$ cat config.mk
export PLATFORM = sky130hd
export DESIGN_NAME = muldiv_iter
export DESIGN_NICKNAME = d
export VERILOG_FILES = /design/src/rtl/muldiv_iter.sv
export SDC_FILE = /design/constraint.sdc
export NUM_CORES = 1
export LEC_CHECK = 0
export ABC_CLOCK_PERIOD_IN_PS = 4750
export BUFFER_PORTS_ARGS = -buffer_cell sky130_fd_sc_hd__buf_2
export CAP_MARGIN = 0
export CORE_UTILIZATION = 35
export DETAILED_ROUTE_END_ITERATION = 12
export GPL_TIMING_DRIVEN = 0
export PLACE_DENSITY_LB_ADDON = 0.2
export SYNTH_ARGS = -nofsm -noshare
export SYNTH_HDL_FRONTEND = slang
export SYNTH_SLANG_ARGS = --single-unit
$ cat constraint.sdc
create_clock -name clk -period 4.75 [get_ports clk]
set_clock_uncertainty 0.15 [all_clocks]
set_input_delay 1.1875 -clock clk [delete_from_list [all_inputs] [get_ports clk]]
set_output_delay 1.1875 -clock clk [all_outputs]
set_load 0.02 [all_outputs]
$ cat src/rtl/muldiv_iter.sv
// muldiv_iter: iterative RV32M multiply/divide execute unit.
//
// A radix-2 engine that retires one multiplier/quotient bit per cycle. Every
// operation takes the same 34 cycles: accept (E0), 32 CALC steps (E1..E32),
// FIX (E33) and DONE, which ends at E34. Only one operation is in flight.
//
// Ports:
//   clk, reset  rising-edge clock, synchronous active-high reset
//   start       request, accepted only while busy=0
//   funct3      000 MUL, 001 MULH, 010 MULHSU, 011 MULHU,
//               100 DIV, 101 DIVU, 110 REM, 111 REMU
//   rs1_val     operand A (multiplicand / dividend)
//   rs2_val     operand B (multiplier / divisor)
//   rd_addr     destination register
//   busy        high while an operation is in flight
//   wb_we       one-cycle register file write pulse (never for rd_addr==0)
//   wb_wa       write address, held until the next FIX
//   wb_wd       write data, held until the next FIX
module muldiv_iter #(
    parameter int XLEN = 32,
    parameter int AW   = 3
) (
    input  logic            clk,
    input  logic            reset,
    input  logic            start,
    input  logic [2:0]      funct3,
    input  logic [XLEN-1:0] rs1_val,
    input  logic [XLEN-1:0] rs2_val,
    input  logic [AW-1:0]   rd_addr,
    output logic            busy,
    output logic            wb_we,
    output logic [AW-1:0]   wb_wa,
    output logic [XLEN-1:0] wb_wd
);

    typedef enum logic [1:0] {
        IDLE = 2'd0,
        CALC = 2'd1,
        FIX  = 2'd2,
        DONE = 2'd3
    } state_t;

    state_t state, state_nxt;

    // Saved operation context
    logic [2:0]      op_f3;
    logic [AW-1:0]   op_rd;
    logic [XLEN-1:0] a_orig;
    logic [XLEN-1:0] b_orig;
    logic            a_neg;      // dividend/multiplicand was negative (signed view)
    logic            res_neg;    // operand signs differ

    // Datapath: acc_hi is the 33-bit partial remainder (divide) or the upper
    // product half (multiply). acc_lo holds the multiplier shifting out
    // (multiply) or the dividend shifting out / quotient shifting in (divide).
    // mcand holds the multiplicand or divisor magnitude.
    logic [XLEN:0]   acc_hi;
    logic [XLEN-1:0] acc_lo;
    logic [XLEN-1:0] mcand;
    logic [4:0]      cnt;

    logic accept;
    assign accept = (state == IDLE) && start;
    assign busy   = (state != IDLE);

    // ---------------------------------------------------------------
    // Operand conditioning at accept
    // ---------------------------------------------------------------
    logic            in_a_signed, in_b_signed;
    logic            in_a_neg, in_b_neg;
    logic [XLEN-1:0] in_a_mag, in_b_mag;

    always_comb begin
        in_a_signed = 1'b0;
        in_b_signed = 1'b0;
        case (funct3)
            3'b000, 3'b001, 3'b100, 3'b110: begin
                in_a_signed = 1'b1;
                in_b_signed = 1'b1;
            end
            3'b010: in_a_signed = 1'b1;
            default: ;
        endcase
        in_a_neg = in_a_signed & rs1_val[XLEN-1];
        in_b_neg = in_b_signed & rs2_val[XLEN-1];
        // Magnitude of 0x80000000 is 0x80000000 as an unsigned value.
        in_a_mag = in_a_neg ? (~rs1_val + 1'b1) : rs1_val;
        in_b_mag = in_b_neg ? (~rs2_val + 1'b1) : rs2_val;
    end

    // ---------------------------------------------------------------
    // One iteration step
    // ---------------------------------------------------------------
    logic            is_div;
    logic [XLEN:0]   mul_sum;
    logic [XLEN:0]   div_shift;
    logic [XLEN+1:0] div_diff;

    assign is_div    = op_f3[2];
    assign mul_sum   = acc_hi + {1'b0, (acc_lo[0] ? mcand : {XLEN{1'b0}})};
    assign div_shift = {acc_hi[XLEN-1:0], acc_lo[XLEN-1]};
    // Top bit set means the trial subtract underflowed: restore.
    assign div_diff  = {1'b0, div_shift} - {2'b00, mcand};

    // ---------------------------------------------------------------
    // Result selection and sign fixup
    // ---------------------------------------------------------------
    logic [2*XLEN-1:0] prod, prod_s;
    logic [XLEN-1:0]   quo, rem, fix_res;
    logic              div0;

    always_comb begin
        prod    = {acc_hi[XLEN-1:0], acc_lo};
        prod_s  = res_neg ? (~prod + 1'b1) : prod;
        quo     = acc_lo;
        rem     = acc_hi[XLEN-1:0];
        div0    = (b_orig == '0);
        fix_res = '0;
        case (op_f3)
            3'b000:         fix_res = prod_s[XLEN-1:0];
            3'b001, 3'b010: fix_res = prod_s[2*XLEN-1:XLEN];
            3'b011:         fix_res = prod[2*XLEN-1:XLEN];
            3'b100:         fix_res = div0 ? '1 : (res_neg ? (~quo + 1'b1) : quo);
            3'b101:         fix_res = div0 ? '1 : quo;
            3'b110:         fix_res = div0 ? a_orig : (a_neg ? (~rem + 1'b1) : rem);
            default:        fix_res = div0 ? a_orig : rem;
        endcase
    end

    // ---------------------------------------------------------------
    // FSM
    // ---------------------------------------------------------------
    always_ff @(posedge clk) begin
        if (reset) state <= IDLE;
        else       state <= state_nxt;
    end

    always_comb begin
        state_nxt = state;
        case (state)
            IDLE:    if (start) state_nxt = CALC;
            CALC:    if (cnt == 5'd31) state_nxt = FIX;
            FIX:     state_nxt = DONE;
            default: state_nxt = IDLE;
        endcase
    end

    // ---------------------------------------------------------------
    // Datapath and write-back registers
    // ---------------------------------------------------------------
    always_ff @(posedge clk) begin
        if (reset) begin
            op_f3   <= '0;
            op_rd   <= '0;
            a_orig  <= '0;
            b_orig  <= '0;
            a_neg   <= 1'b0;
            res_neg <= 1'b0;
            acc_hi  <= '0;
            acc_lo  <= '0;
            mcand   <= '0;
            cnt     <= '0;
            wb_we   <= 1'b0;
            wb_wa   <= '0;
            wb_wd   <= '0;
        end else begin
            case (state)
                IDLE: begin
                    if (accept) begin
                        op_f3   <= funct3;
                        op_rd   <= rd_addr;
                        a_orig  <= rs1_val;
                        b_orig  <= rs2_val;
                        a_neg   <= in_a_neg;
                        res_neg <= in_a_neg ^ in_b_neg;
                        acc_hi  <= '0;
                        cnt     <= '0;
                        if (funct3[2]) begin
                            mcand  <= in_b_mag;   // divisor
                            acc_lo <= in_a_mag;   // dividend
                        end else begin
                            mcand  <= in_a_mag;   // multiplicand
                            acc_lo <= in_b_mag;   // multiplier, LSB first
                        end
                    end
                end
                CALC: begin
                    cnt <= cnt + 5'd1;
                    if (is_div) begin
                        acc_hi <= div_diff[XLEN+1] ? div_shift : div_diff[XLEN:0];
                        acc_lo <= {acc_lo[XLEN-2:0], ~div_diff[XLEN+1]};
                    end else begin
                        {acc_hi, acc_lo} <= {1'b0, mul_sum, acc_lo[XLEN-1:1]};
                    end
                end
                FIX: begin
                    wb_wd <= fix_res;
                    wb_wa <= op_rd;
                    wb_we <= (op_rd != '0);
                end
                default: begin
                    wb_we <= 1'b0;
                end
            endcase
        end
    end

endmodule

==> results of run 1 <==
synth_stat cells, types with 6 or more instances:
cell       instances  area share (%)
o211ai_1          16            0.67
nand4_1           18            0.63
nand2_1          373             7.9
a31oi_1           17            0.60
inv_1             76             1.6
a211oi_1          73             3.1
buf_1             17            0.36
or3_1             18            0.63
or4_1             16            0.67
xor2_1            98             4.8
o221ai_1           9            0.44
nand3_1           47             1.3
dfxtp_1          212              24
nor4_1            25            0.88
and2_1            12            0.42
a22oi_1           20            0.84
nor2b_1           11            0.39
o31ai_1           35             1.5
o41ai_1           24             1.2
a221oi_1          11            0.54
and3_1             8            0.28
o22ai_1           12            0.42
clkbuf_1         186             3.9
nand2b_1          15            0.53
a2111oi_0         11            0.54
a22o_1             9            0.44
ha_1              73             5.1
a221o_1            8            0.45
xnor2_1           99             4.9
a32oi_1            6            0.30
nor2_1           232             4.9
mux2_2            29             1.8
a21oi_1          219             6.2
o21a_1            12            0.51
a32o_1            16            0.90
o21ai_0          204             5.7
o21bai_1           6            0.25
o311ai_0           6            0.30
or2_2             15            0.53
a21o_1            29             1.2
nor3_1            62             1.7
o2111ai_1          7            0.34
mux2i_1           46             2.6
flip-flops by register name (all words and copies together) (netlist names):
signal,cells
wb_we,1
cnt,5
wb_wd,32
op_f3,3
acc_lo,32
res_neg,1
op_rd,3
a_neg,1
a_orig,32
state,2
acc_hi,33
wb_wa,3
b_orig,32
mcand,32
worst min-delay path, delay by kind of cell, from the launching register on:
kind             cells  cell delay (ns)
AND/OR/NAND/NOR      2             0.09
flip-flops           1             0.30
power breakdown:
part | total (mW) | leakage, nW | switching (mW) | internal, mW
clock network | 2.09 | 0.440 | 0.926 | 1.17
logic | 5.31 | 5.54 | 3.64 | 1.68
registers | 2.55 | 1.73 | 0.402 | 2.15
metal layers:
metal,track usage (%),vias to the layer above
met1,43.5,9966
met3,7.90,295
met4,19.5,0
met5,0,-
li1,-,9328
met2,52.1,1136
layout make-up:
| type | count | share of cell area [%] |
|---|---|---|
| timing repair buffer | 106 | 2.67 |
| multi-input combinational | 2014 | 62.3 |
| sequential | 212 | 21.1 |
| antenna | 1 | 0.0124 |
| tap | 672 | 4.18 |
| clock inverter | 16 | 0.665 |
| inverter | 78 | 1.46 |
| buffer | 209 | 4.00 |
| clock buffer | 33 | 3.67 |
repair_timing:
item / 4_1_cts / 5_1_grt
endpoints found under the setup margin: 3 / 21
hold buffers: 0 / 0
gates resized for setup: 3 / 7
gates cloned: 0 / 0
cells by family (layout without fill, tap and decap cells):
logic type	count (synthesis)	after routing	synth area share, %
adder cells (fa/ha/maj)	75	75	5.35
AND/OR/NAND/NOR	872	872	21.8
XOR/XNOR	197	197	9.69
flip-flops	212	212	23.8
AO/OA/AOI/OAI	795	795	28.7
other	0	1	0
buffers and inverters	287	442	6.16
multiplexers	75	75	4.42
how the worst max path moves through the flow:
stage	slack, ns	to	start
4_1_cts	0.12	acc_hi[30]$_SDFFE_PP0P_	acc_lo[0]$_SDFFE_PP0P_
6_report	0.16	wb_wd[26]$_SDFFE_PP0P_	acc_hi[0]$_SDFFE_PP0P_
2_1_floorplan	1.03	acc_lo[30]$_SDFFE_PP0P_	rs2_val[6]
5_1_grt	0.02	wb_wd[26]$_SDFFE_PP0P_	acc_hi[0]$_SDFFE_PP0P_
3_5_place_dp	-0.43	acc_hi[30]$_SDFFE_PP0P_	acc_lo[0]$_SDFFE_PP0P_
3_3_place_gp	-0.38	acc_hi[30]$_SDFFE_PP0P_	acc_lo[0]$_SDFFE_PP0P_
==> impl_metrics.tcl, run 1 <==
set metrics [dict create \
    grt_pass1_vias 19600 \
    final.setup.worst_slack_ns 0.164 \
    drt_wl_total_mm 89.5 \
    clk_latency_ns 0.61 \
    synth_flop_cell "dfxtp_1" \
    cp_num_buf_inv 3 \
    path_delay_family "simple AND/OR/NAND/NOR gates" \
    dp_cells 3291 \
    initial_utilization_pct 35.5 \
    status "finished, final reports clean" \
    cts_tree "done" \
    place_ws_ns -0.429 \
    slowest_stage "or4_1" \
    wl_met3_mm 8.33 \
    cp_num_cells 13 \
    tritoncts.num_buffers 27 \
    hpwl_mm 70.6 \
    postSynth.asyncResetShare_pct 0 \
    syn_to_final_growth_pct 13.0 \
    dr.pass1.iters 8 \
    reg2reg_depth 13 \
    slew_headroom_pct 24.2 \
    seq_area_um2 4240 \
    syn-cell-area_um2 17800 \
    rr_startpoint "acc_hi[0]$_SDFFE_PP0P_" \
    rsz0062_at_grt "no" \
    crit_chain "clkbuf_1 > inv_1 > ha_1 > nor3b_1 > and4_1 > nand3_1 > or4_1 > clkbuf_1 > o41ai_2 > xnor2_1 > a221oi_2 > o21ai_1 > a32o_1" \
    final_nets 2796 \
    ctsLongestPathBuffers 3 \
    cp.required_ns 5.09 \
    gp_congestion 1.04 \
    ant_nets 0 \
    die_y_um 228 \
    ioPinCount 110 \
    p_leak_nw 7.71 \
    utilization_pct 40.1 \
    topRoutingLayerUsed "met4" \
    syn_nets 2661 \
    setup_tns_ns 0 \
    p_per_area_nw_per_um2 495 \
    period_minus_slack_ns 4.59 \
    holdWs_ns 0.284 \
    startpoint_type "register" \
    syn_inst 2513 \
    clock_sinks 212 \
    report.final.hold_viol_count 0 \
    max_freq_mhz 218 \
    hold_end "wb_wd[28]$_SDFFE_PP0P_" \
    avgSynthCellArea_um2 7.09 \
    io_buffers 105 \
    rrSetupSlack_ns 0.16 \
    floorplan.die_area_um2 51800 \
    hold_class "reg2reg" \
    dpl_cell_area_um2 19200 \
    rows 82 \
    cts_root_buffer "clkbuf_16" \
    seq_area_frac_synth_pct 23.8 \
    crit_type "reg2reg" \
    yosys_warnings 0 \
    max_cap_viol_count 0 \
    ys_ff_latch 212 \
    synth_cell_types 74 \
    ir_drop_v 0.000330 \
    post_cts_buffers 0 \
    slowest_delay_ns 0.51 \
    setup_violations 0 \
    mostFrequentLayoutCells "nand2_1, nor2_1, a21oi_1" \
    critPathMaxFanout 9 \
    synth_edf_count 0 \
    drive_gt1_share_pct 8.40 \
    cpMostUsedCell "clkbuf_1" \
    fillers 5370 \
    wl_per_cell_um 26.8 \
    wl_met2_mm 38.5 \
    globalRouteOverflowTotal 0 \
    grt.total_usage_pct 34.0 \
    vias_per_cell 6.20 \
    grt_pass1_wl_mm 129 \
    whs_path_depth 2 \
    htreeDepth 1 \
    finalNonFillerCells 3341 \
    r2r_end "wb_wd[26]$_SDFFE_PP0P_" \
    die_x_um 228 \
    fin_crit_sh_pct 96.6 \
    met1_length_mm 36.9 \
    antenna_found_initial 0 \
    postLayoutCellArea_um2 20100 \
    multi_input_area_um2 12500 \
    cp-end-kind "register" \
    path_clk_slew_ns 0.06 \
    coreArea_um2 50200 \
    drv_slew 0 \
    arrival_ns 4.92 \
    drtIter0Drc 2468 \
    hold_path.startpoint "wb_wd[28]$_SDFFE_PP0P_" \
    layout_commonest_cell "nand2_1" \
    drt_drc_violations_left 0 \
    vias 20700 \
    worstMarginPinSlew_ns 1.14 \
    power.total_mw 9.95 \
    grt_max_degree 15 \
]
No activity file was read; power rests on OpenSTA's default activity.
==> inputs of run 2 (changes only) <==
BUFFER_PORTS_ARGS = unset   (was -buffer_cell sky130_fd_sc_hd__buf_2)
DONT_BUFFER_PORTS = 1   (was unset)
==> run 2 against run 1 <==
Compared with the run above: design area shrank 2.7%; non-clock buffer count shrank 105; utilization down 1.1 points; largest cell class unchanged; largest power group unchanged.
==> impl_metrics.tcl, run 2 (synthesized netlist as in run 1, its figures left out) <==
set metrics [dict create \
    clk_latency_ns 0.60 \
    hpwl_mm 70.4 \
    slowest_stage "or4_1" \
    layout_commonest_cell "nand2_1" \
    report.final.hold_viol_count 0 \
    coreArea_um2 50200 \
    die_y_um 228 \
    rows 82 \
    die_x_um 228 \
    worstMarginPinSlew_ns 1.13 \
    grt_pass1_vias 18800 \
    drv_slew 0 \
    dr.pass1.iters 8 \
    floorplan.die_area_um2 51800 \
    cts_root_buffer "clkbuf_16" \
    ioPinCount 110 \
    cp-end-kind "register" \
    path_clk_slew_ns 0.06 \
    wl_per_cell_um 27.5 \
    startpoint_type "register" \
    ant_nets 0 \
    antenna_found_initial 2 \
    critPathMaxFanout 9 \
    crit_type "reg2reg" \
    utilization_pct 39.0 \
    status "finished, final reports clean" \
    grt.total_usage_pct 33.5 \
    gp_congestion 1.06 \
    arrival_ns 4.98 \
    fillers 5354 \
    io_buffers 0 \
    drt_drc_violations_left 0 \
    initial_utilization_pct 35.5 \
    largest_register_ffs 33 \
    cts_tree "done" \
    grt_pass1_wl_mm 127 \
    grt_max_degree 15 \
    drive_gt1_share_pct 4.53 \
    crit_chain "clkbuf_1 > inv_2 > ha_1 > nor3b_1 > and4_1 > nand3_1 > or4_1 > clkbuf_1 > o41ai_2 > xnor2_1 > a221oi_2 > o21ai_1 > a32o_1" \
    slew_headroom_pct 24.9 \
    drtIter0Drc 2257 \
    mostFrequentLayoutCells "nand2_1, nor2_1, a21oi_1" \
    top_register "acc_hi" \
    cpMostUsedCell "clkbuf_1" \
    max_freq_mhz 215 \
    drt_wl_total_mm 88.7 \
    htreeDepth 1 \
    globalRouteOverflowTotal 0 \
    setup_tns_ns 0 \
    vias 20300 \
    cp.required_ns 5.08 \
    final_nets 2690 \
    max_cap_viol_count 0 \
    slowest_delay_ns 0.49 \
    hold_class "reg2reg" \
    vias_per_cell 6.27 \
    p_leak_nw 7.22 \
    fin_crit_sh_pct 98.0 \
    period_minus_slack_ns 4.66 \
    syn_to_final_growth_pct 9.87 \
    clock_sinks 212 \
    n_antenna_cell 0 \
    tritoncts.num_buffers 26 \
    p_per_area_nw_per_um2 501 \
    ctsLongestPathBuffers 3 \
    setup_violations 0 \
    rsz0062_at_grt "no" \
    ir_drop_v 0.000303 \
]
-- run 2: report_power, final --
| group | leakage (nW) | total, mW | switching [mW] | internal (mW) |
|---|---|---|---|---|
| clock network | 0.435 | 2.09 | 0.891 | 1.19 |
| logic | 5.05 | 5.11 | 3.49 | 1.62 |
| registers | 1.73 | 2.62 | 0.472 | 2.15 |
-- run 2: layout make-up --
class                           instances  area, µm²  share of cell area, %
Multi-Input combinational cell       2014      12500                   63.9
Inverter                               78        293                   1.50
Buffer                                209        805                   4.11
Clock inverter                         13        150                  0.767
Clock buffer                           33        727                   3.71
Sequential cell                       212       4240                   21.7
Tap cell                              672        841                   4.30
Timing Repair Buffer                    1       7.51                 0.0384
-- run 2: worst paths after layout --
path              slack, ns  cells past startpoint                     from                       to
hold / removal         0.30                      2  b_orig[26]$_SDFFE_PP0P_  b_orig[26]$_SDFFE_PP0P_
setup reg to reg       0.09                     13   acc_hi[0]$_SDFFE_PP0P_   wb_wd[26]$_SDFFE_PP0P_
setup / recovery       0.09                     13   acc_hi[0]$_SDFFE_PP0P_   wb_wd[26]$_SDFFE_PP0P_
hold reg to reg        0.30                      2  b_orig[26]$_SDFFE_PP0P_  b_orig[26]$_SDFFE_PP0P_
-- run 2: critical path, delay by kind of cell (launching register included) --
family | cells | cell delay, ns
adder cells (fa/ha/maj) | 1 | 0.35
flip-flops | 1 | 0.37
XOR/XNOR | 1 | 0.14
buffers and inverters | 3 | 0.91
AND/OR/NAND/NOR | 4 | 1.33
AO/OA/AOI/OAI | 4 | 1.27
-- run 2: per-layer routing --
metal	wire length [µm]	global-route usage, %
met1	36900	44.1
met2	37600	50.7
met3	8930	7.51
met4	5350	17.4
met5	17	0
-- run 2: repair_timing --
item / in CTS / in global routing
hold buffers: 0 / 0
resized for setup: 2 / 5
pin swaps: 0 / 0
buffers inserted: 0 / 0
setup endpoints to repair: 1 / 32
-- run 2: metrics by stage --
| stage | area [µm²] | hold slack (ns) | setup WS [ns] | power [mW] | cells |
|---|---|---|---|---|---|
| after floorplan | 17800 | 0.275 | 1.03 | 5.75 | 2513 |
| after global placement | 18700 | 0.292 | -0.282 | 7.50 | 3185 |
| after detailed placement | 18700 | 0.298 | -0.299 | 7.52 | 3186 |
| after CTS | 19500 | 0.306 | 0.0390 | 9.60 | 3232 |
| after global routing | 19600 | 0.329 | 0.0121 | 10.3 | 3232 |
| final | 19600 | 0.304 | 0.0940 | 9.81 | 3232 |
